**src/rtl/ser_pkg.sv**
```systemverilog
// ser_pkg: serializer FSM state encodings and default payload width, shared with the detector benches
package ser_pkg;
  typedef enum logic [1:0] {IDLE = 2'b00, SHIFT = 2'b01, PARITY = 2'b10} ser_state_e;
  localparam int DEFAULT_WIDTH = 8;
endpackage

```
**src/rtl/piso_shift_reg.sv**
```systemverilog
// piso_shift_reg: loadable shift register; ports clk, load, shift, d -> next_bit (bit that goes on the line at the coming edge)
module piso_shift_reg
  import ser_pkg::*;
#(
  parameter int WIDTH     = DEFAULT_WIDTH,
  parameter bit MSB_FIRST = 1'b1
) (
  input  logic             clk,
  input  logic             load,
  input  logic             shift,
  input  logic [WIDTH-1:0] d,
  output logic             next_bit
);
  logic [WIDTH-1:0] sr;
  always_ff @(posedge clk) begin
    if (load) sr <= d;
    else if (shift) sr <= MSB_FIRST ? {sr[WIDTH-2:0], 1'b0} : {1'b0, sr[WIDTH-1:1]};
  end
  assign next_bit = load ? (MSB_FIRST ? d[WIDTH-1] : d[0]) : (MSB_FIRST ? sr[WIDTH-2] : sr[1]);
endmodule

```
**src/rtl/bit_serializer.sv**
```systemverilog
// bit_serializer: valid/ready-loaded parallel-to-serial front end; ports clk rst data_in load_valid -> load_ready ser_out ser_valid busy done; SERIALIZER_PARITY_EN appends an even-parity bit
module bit_serializer
  import ser_pkg::*;
#(
  parameter int WIDTH      = DEFAULT_WIDTH,
  parameter bit MSB_FIRST  = 1'b1,
  parameter bit IDLE_LEVEL = 1'b0
) (
  input  logic             clk,
  input  logic             rst,
  input  logic [WIDTH-1:0] data_in,
  input  logic             load_valid,
  output logic             load_ready,
  output logic             ser_out,
  output logic             ser_valid,
  output logic             busy,
  output logic             done
);
  localparam int CW = $clog2(WIDTH + 1);
  ser_state_e state, state_n;
  logic [CW-1:0] bit_cnt, cnt_n;
  logic ser_out_n, ser_valid_n, busy_n, done_n, accept, last, shift, next_bit;
  assign load_ready = state == IDLE;
  assign accept     = load_valid && load_ready;
  assign last       = bit_cnt == CW'(WIDTH - 1);
  assign shift      = state == SHIFT && !last;
  piso_shift_reg #(.WIDTH(WIDTH), .MSB_FIRST(MSB_FIRST)) u_piso (
    .clk      (clk),
    .load     (accept),
    .shift    (shift),
    .d        (data_in),
    .next_bit (next_bit)
  );
`ifdef SERIALIZER_PARITY_EN
  logic par;
  always_ff @(posedge clk) begin
    if (accept) par <= ^data_in;
  end
`endif
  always_comb begin
    state_n     = IDLE;
    cnt_n       = '0;
    ser_out_n   = IDLE_LEVEL;
    ser_valid_n = 1'b0;
    busy_n      = 1'b0;
    done_n      = 1'b0;
    case (state)
      IDLE: if (accept) begin
        state_n     = SHIFT;
        ser_out_n   = next_bit;
        ser_valid_n = 1'b1;
        busy_n      = 1'b1;
      end
      SHIFT: if (!last) begin
        state_n     = SHIFT;
        cnt_n       = bit_cnt + 1'b1;
        ser_out_n   = next_bit;
        ser_valid_n = 1'b1;
        busy_n      = 1'b1;
      end
`ifdef SERIALIZER_PARITY_EN
      else begin
        state_n     = PARITY;
        ser_out_n   = par;
        ser_valid_n = 1'b1;
        busy_n      = 1'b1;
      end
      PARITY: done_n = 1'b1;
`else
      else done_n = 1'b1;
`endif
      default: ;
    endcase
  end
  always_ff @(posedge clk) begin
    if (rst) begin
      state     <= IDLE;
      bit_cnt   <= '0;
      ser_out   <= IDLE_LEVEL;
      ser_valid <= 1'b0;
      busy      <= 1'b0;
      done      <= 1'b0;
    end else begin
      state     <= state_n;
      bit_cnt   <= cnt_n;
      ser_out   <= ser_out_n;
      ser_valid <= ser_valid_n;
      busy      <= busy_n;
      done      <= done_n;
    end
  end
endmodule
```
**config.mk**
```make
export PLATFORM = sky130hd
export DESIGN_NAME = bit_serializer
export DESIGN_NICKNAME = d
export VERILOG_FILES = /design/src/rtl/ser_pkg.sv /design/src/rtl/piso_shift_reg.sv /design/src/rtl/bit_serializer.sv
export SDC_FILE = /design/constraint.sdc
export NUM_CORES = 1
export LEC_CHECK = 0
export CORE_AREA = 2 2 39 41
export DETAILED_ROUTE_END_ITERATION = 7
export DIE_AREA = 0 0 41 43
export PLACE_DENSITY = 0.84
export SLEW_MARGIN = 10
export SYNTH_ARGS = -nofsm -noshare
export SYNTH_HDL_FRONTEND = slang
export SYNTH_SLANG_ARGS = --single-unit
```
**constraint.sdc**
```tcl
create_clock -name clk -period 3.21 [get_ports clk]
set_clock_uncertainty 0.05 [all_clocks]
set_input_delay 0.642 -clock clk [delete_from_list [all_inputs] [get_ports clk]]
set_output_delay 0.642 -clock clk [all_outputs]
set_load 0.05 [all_outputs]
```
* Word-level counts from Yosys, hierarchy flattened
Index checks and enable logic that the tools add are counted.
Widths: inputs -> output; s select.
** Word-level totals
- Output and inout bits :: 5
- Bits in registers :: 16
- Input port bits :: 11
** Operators by class
- Add/sub/neg operators :: 1
- Reduce and logical (&&, ||, !) cells :: 7
- Bitwise operators :: 1
- Eq/ne operators :: 2
- Multiplexer cells :: 13
** Operators by type and width (number)
- $mux 7 :: 2
- $mux 1 :: 8
- $pmux 1 s2 :: 3
- $add 4x1->4 const B :: 1
- $eq 4x3->1 const B :: 1
- $reduce_or 3->1 :: 1
- $eq 2x1->1 const B :: 1
- $logic_and 1x1->1 :: 2
- $logic_not 2->1 :: 1
- $reduce_bool 2->1 :: 1
- $reduce_or 2->1 :: 1
- $logic_not 1->1 :: 1
- $not 1->1 :: 1

* Logic depth before layout (Yosys ltp)
Gate-level depths: netlist of run 1.
- Depth in word-level cells :: 5
- Depth in mapped cells :: 4
- Depth with buffers taken out :: 4

* Modules after synthesis
From an unflattened synthesis of run 1, not the netlist that was laid out.
** Second synthesis, totals
- Cells, all modules :: 45
- Area total of the unflattened synthesis :: 615.6 µm²
** Modules (own cells, without submodules)
- piso_shift_reg :: times used 1, seq. area each 210.2 µm², cells each 17, area an instance 340.3 µm²
- bit_serializer :: times used 1, seq. area each 140.1 µm², cells each 28, area an instance 275.3 µm²

* Worst setup path after synthesis of run 1
No wires, ideal clock.
- Kind :: register to output
- Start :: reg busy (netlist name)
- End :: out load_ready
- Path buffers :: 0
- Arrival :: 1.080 ns
- Data required time :: 2.518 ns
- Stages on the path, launching flop included :: 2
- Setup slack :: 1.438 ns
- Cells stage by stage :: dfxtp_1 -> inv_1
** RTL lines
- end: declaration :: line bit_serializer.sv:13 : output logic load_ready,

* Worst setup path after layout of run 1
- Start :: reg busy
- End :: out busy
** RTL lines
- start: declaration :: line bit_serializer.sv:16 : output logic busy,
- start signal: assignment :: line bit_serializer.sv:88 : busy <= busy_n;
No word-level cell between the ends.

==> flow_summary.toml, run 1 <==
[power]
leakagePower_nw = 0.333
power-per-cell-area_mw_per_mm2 = 496
vdd_drop_max_uv = 265

[sta]
unrepaired_setup_endpoints_after_global_routing = "false"
fmax_ghz = 0.444
setup_violations = 0
timing.max_slew.rel_slack = 0.534
final_critical_path_share_of_the_clock_period = 0.701
slew_viol_final = 0
setup-tns-final_ns = 0
report.final.hold_viol_count = 0
min_period_ns = 2.25
worstMarginPinSlew_ns = 0.699

[cells_and_area]
area_growth_pct = 30.7
fillerInstances = 119
final_layout_size_suffix_gt1_frac = 0.230
finalNetCount = 74
mostFrequentLayoutCells = "sky130_fd_sc_hd__clkdlybuf4s50_1, sky130_fd_sc_hd__dfxtp_1, sky130_fd_sc_hd__edfxtp_1"
post_layout_nonfiller_instances = 77
num_antenna_cells = 0
mostFrequentLayoutCell = "sky130_fd_sc_hd__clkdlybuf4s50_1"

[drt]
drc_errors = 0
vias_per_cell = 4.66
vias_after_detailed_routing = 359
wl_per_cell_um = 11.5
detail-route-antenna-nets = 0
first_pass_iteration_count_of_the_detailed_router = 3
drt_first_iter_violations = 4
totalWireLength_um = 885

[synth]
dominantRegCellSynth = "sky130_fd_sc_hd__edfxtp_1"
post_synth.cell_area_avg_um2 = 13.9
synth-seq-cells = 14
synth_cell_types = 21
ys_seq_area_frac = 0.574
synth.largest_area_cell = "sky130_fd_sc_hd__edfxtp_1"
synth.cell_area_um2 = 611
synthesis.instances = 44
post_synth_edffs = 7
synthesis.yosys.warnings = 0
synthTopCellsByArea = "sky130_fd_sc_hd__edfxtp_1, sky130_fd_sc_hd__dfxtp_1, sky130_fd_sc_hd__mux2_4"
postSynth.asyncResetShare = 0
synth_top_area_share = 0.344
synth_nets = 56

[setup_path]
setup.worst_path.end_class = "primary output"
r2r-start = "bit_cnt[0]"
slowest_delay_ns = 0.84
startpoint = "busy"
crit_type = "reg -> out"
timing.reg2reg.worst_path_depth = 3
critical_path_arrival_ns = 1.56
critPathCapture = "busy"
worst-endpoint-required_ns = 2.52
crit_path_cell_trace = "clkdlybuf4s50_1"
worstSetupStartpointType = "flip-flop"
critical-path-slowest-cell = "sky130_fd_sc_hd__clkdlybuf4s50_1"
critical_path_cell_count = 1
reg2reg_slack_ns = 1.43
critical_path_peak_fanout = 7
cpLargestDelayFamily = "buffers and inverters"
worst_flop_to_flop_path_endpoint = "u_piso.sr[2]"
count_of_buffer_and_inverter_cells_on_the_critical_path = 1

[clocking]
path_clk_slew_ns = 0.08
post_cts_resized = 0
latest_clock_arrival_within_the_worst_skew_pair_ns = 0.28
cts_max_level = 1
cts_tree = "yes"
post_cts.repair.setup_buffers = 0
clock-sinks = 14
max-clock-path-buffers = 2
cts_made_buffers = 3
cts-root-buf = "sky130_fd_sc_hd__clkbuf_4"
cts-hold-fix-buffers = 0

[grt]
grt_start_max_net_pins = 9
grtUsageTotal = 0.127
globalRouteOverflowTotal = 0
global_route_wire_length_before_repair_um = 1410
antenna_found_initial = 0
grt_pass1_vias = 345

[place]
post-dp-hpwl_um = 620
gp_congestion = 0.792
buffer_ports.inserted = 15
dpl.cell_count = 73

[floorplan]
std_cell_rows = 14
io-pin-count = 16
chipHeight_um = 43
die-width_um = 41
floorplan.initialDensity = 0.441
core-area_mm2 = 0.00138
die_area_mm2 = 0.00176

[status]
status = "finished clean"

[flow_run]
maxCapViolCount = 0

[min_path]
worstHoldPathType = "reg -> reg"
==> worst min path at each step <==
stage	startpoint	end	slack [ns]	cells after the start
after floorplan	bit_cnt[0]	bit_cnt[0]	0.37	1
after global routing	u_piso.sr[6]	ser_out	0.43	1
final	bit_cnt[0]	bit_cnt[0]	0.40	1
after global placement	bit_cnt[0]	bit_cnt[0]	0.38	1
after detailed placement	bit_cnt[0]	bit_cnt[0]	0.39	1
after CTS	bit_cnt[0]	bit_cnt[0]	0.41	1
==> metal layers <==
layer | track usage | wire [um] | part of all wire
met4 | 0.140 | 40 | 0.045
met1 | 0.186 | 455 | 0.51
met5 | 0 | 0 | 0
met3 | 0.0157 | 64 | 0.072
met2 | 0.144 | 323 | 0.36
==> synth_stat cells, types with 2 or more instances <==
master	n
sky130_fd_sc_hd__dfxtp_1	7
sky130_fd_sc_hd__nor2_1	6
sky130_fd_sc_hd__nand2b_1	2
sky130_fd_sc_hd__edfxtp_1	7
sky130_fd_sc_hd__mux2_4	6
==> registers in the layout, indices dropped and copies added (netlist names) <==
register and cells:
done 1, u_piso.sr 7, bit_cnt 4, busy 1, ser_out 1
==> stage by stage <==
stage               setup slack, ns  hold WS [ns]  power [mW]   util  area, um^2
floorplan                      1.44         0.368       0.254      -         611
global placement               1.03         0.383       0.275  0.551         762
detailed placement            0.978         0.386       0.276  0.551         762
CTS                           0.940         0.405       0.400  0.577         798
global route                  0.897         0.432       0.414  0.577         798
finish                        0.959         0.403       0.396  0.577         798
==> power by group <==
group / switching (mW) / internal (mW) / total [mW]
Combinational: 0.0276 / 0.0353 / 0.0629
Sequential: 0.00503 / 0.204 / 0.209
Clock: 0.0553 / 0.0690 / 0.124
==> layout make-up <==
| class | count | area [um^2] | share of cell area |
|---|---|---|---|
| Timing Repair Buffer | 15 | 150 | 0.188 |
| Clock buffer | 4 | 36.3 | 0.0455 |
| Tap cell | 16 | 20.0 | 0.0251 |
| Inverter | 1 | 3.75 | 0.00470 |
| Sequential cell | 14 | 350 | 0.439 |
| Multi-Input combinational cell | 27 | 238 | 0.298 |
==> kinds of logic (layout without fill, tap and decap cells) <==
group	count (synthesis)	count (layout)	synth area share
adder cells (fa/ha/maj)	1	1	0.0205
XOR/XNOR	2	2	0.0287
multiplexers	6	6	0.148
AND/OR/NAND/NOR	16	16	0.172
flip-flops	14	14	0.574
AO/OA/AOI/OAI	2	2	0.0205
buffers and inverters	3	20	0.0369
Power figures use the tool's default switching activity.
==> run 2: changes to the inputs <==
Settings changed: CORE_AREA 2 2 39 41 to default, CORE_MARGIN from default to 1.5, CORE_UTILIZATION from default to 45, DIE_AREA 0 0 41 43 to default, PLACE_DENSITY 0.84 to 0.83.
Clock period 3.21 ns to 2.4 ns, I/O delays scaled along.
==> flow_summary.toml, run 2 (synthesis results as in run 1) <==
[setup_path]
crit_path_cell_trace = "clkdlybuf4s50_1"
cpLargestDelayFamily = "buffers and inverters"
slowest_delay_ns = 0.84
worstSetupStartpointType = "flip-flop"
crit_type = "reg -> out"
startpoint = "busy"
reg2reg_slack_ns = 0.92
r2r-start = "bit_cnt[0]"
setup.worst_path.end_class = "primary output"
critical_path_arrival_ns = 1.55
critical_path_peak_fanout = 7
worst-endpoint-required_ns = 1.87
count_of_buffer_and_inverter_cells_on_the_critical_path = 1
critical-path-slowest-cell = "sky130_fd_sc_hd__clkdlybuf4s50_1"

[sta]
timing.max_slew.rel_slack = 0.672
min_period_ns = 2.08
setup-tns-final_ns = 0
report.final.hold_viol_count = 0
fmax_ghz = 0.482
slew_viol_final = 0
final_critical_path_share_of_the_clock_period = 0.865
worstMarginPinSlew_ns = 0.490
unrepaired_setup_endpoints_after_global_routing = "false"
setup_slack_ns = 0.324
setup_violations = 0

[min_path]
min-delay-start = "bit_cnt[0]"
worstHoldPathType = "reg -> reg"

[cells_and_area]
num_antenna_cells = 0
fillerInstances = 98
area_growth_pct = 33.0
finalNetCount = 76
mostFrequentLayoutCells = "sky130_fd_sc_hd__clkdlybuf4s50_1, sky130_fd_sc_hd__dfxtp_1, sky130_fd_sc_hd__edfxtp_1"
mostFrequentLayoutCell = "sky130_fd_sc_hd__clkdlybuf4s50_1"
layout.core_utilization = 0.632
top_register = "u_piso.sr"
multiInputGateArea_um2 = 238
biggestRegsByFlops = "u_piso.sr (7), bit_cnt (4)"
seqCellArea_um2 = 350
final_layout_size_suffix_gt1_frac = 0.254
largest_register_ff_count = 7

[drt]
totalWireLength_um = 981
drc_errors = 0
first_pass_iteration_count_of_the_detailed_router = 4
drt_first_iter_violations = 3
vias_per_cell = 4.96
detail-route-antenna-nets = 0
wl_per_cell_um = 12.6
vias_after_detailed_routing = 387

[clocking]
cts_max_level = 1
clock-sinks = 14
cts-root-buf = "sky130_fd_sc_hd__clkbuf_4"
max-clock-path-buffers = 2
cts_made_buffers = 3
post_cts.repair.setup_buffers = 0
cts-hold-fix-buffers = 0
cts_tree = "yes"
path_clk_slew_ns = 0.08
latest_clock_arrival_within_the_worst_skew_pair_ns = 0.28
post_cts_resized = 0

[floorplan]
die-width_um = 39.8
io-pin-count = 16
floorplan.initialDensity = 0.475
die_area_mm2 = 0.00159
core-area_mm2 = 0.00128
std_cell_rows = 13
chipHeight_um = 39.8

[power]
power-per-cell-area_mw_per_mm2 = 660
vdd_drop_max_uv = 322
leakagePower_nw = 0.342

[grt]
globalRouteOverflowTotal = 0
grt_start_max_net_pins = 9
antenna_found_initial = 0
global_route_wire_length_before_repair_um = 1590
grt_pass1_vias = 362
grtUsageTotal = 0.163

[place]
post-dp-hpwl_um = 698
gp_congestion = 0.670
buffer_ports.inserted = 15
preCtsSetupSlack_ns = 0.615

[flow_run]
maxCapViolCount = 0

[status]
status = "finished clean"
-- run 2: cell count changes in the layout (fill, tap and decap cells not counted) --
cell                    before  now
sky130_fd_sc_hd__buf_4       0    2
-- run 2: per-stage QoR --
step | cells | total power, mW | cell area (um^2) | hold slack, ns
2_1_floorplan | 44 | 0.340 | 611 | 0.368
3_3_place_gp | 74 | 0.371 | 776 | 0.384
3_5_place_dp | 74 | 0.373 | 776 | 0.392
4_1_cts | 78 | 0.542 | 812 | 0.409
5_1_grt | 78 | 0.563 | 812 | 0.431
6_report | 78 | 0.536 | 812 | 0.413
-- run 2: path summary, 6_finish.rpt --
path	depth (start not counted)	end
max reg2reg	4	u_piso.sr[6]
min reg2reg	1	bit_cnt[0]
max	1	ser_valid
min	1	bit_cnt[0]
-- run 2: layout make-up --
type,count,share of cell area
clock buffers,4,0.0447
repair buffers,17,0.203
flip-flops and latches,14,0.431
multi-input cells,27,0.293
well taps,15,0.0231
inverters,1,0.00462
-- run 2: power by group --
part           switching (mW)  internal, mW
Sequential            0.00799         0.272
Clock                  0.0761        0.0923
Combinational          0.0372        0.0500
-- run 2: metal layers --
| metal | share of wire | track usage |
|---|---|---|
| met1 | 0.46 | 0.201 |
| met2 | 0.48 | 0.242 |
| met3 | 0.039 | 0.0170 |
| met4 | 0.023 | 0.155 |
| met5 | 0 | 0 |
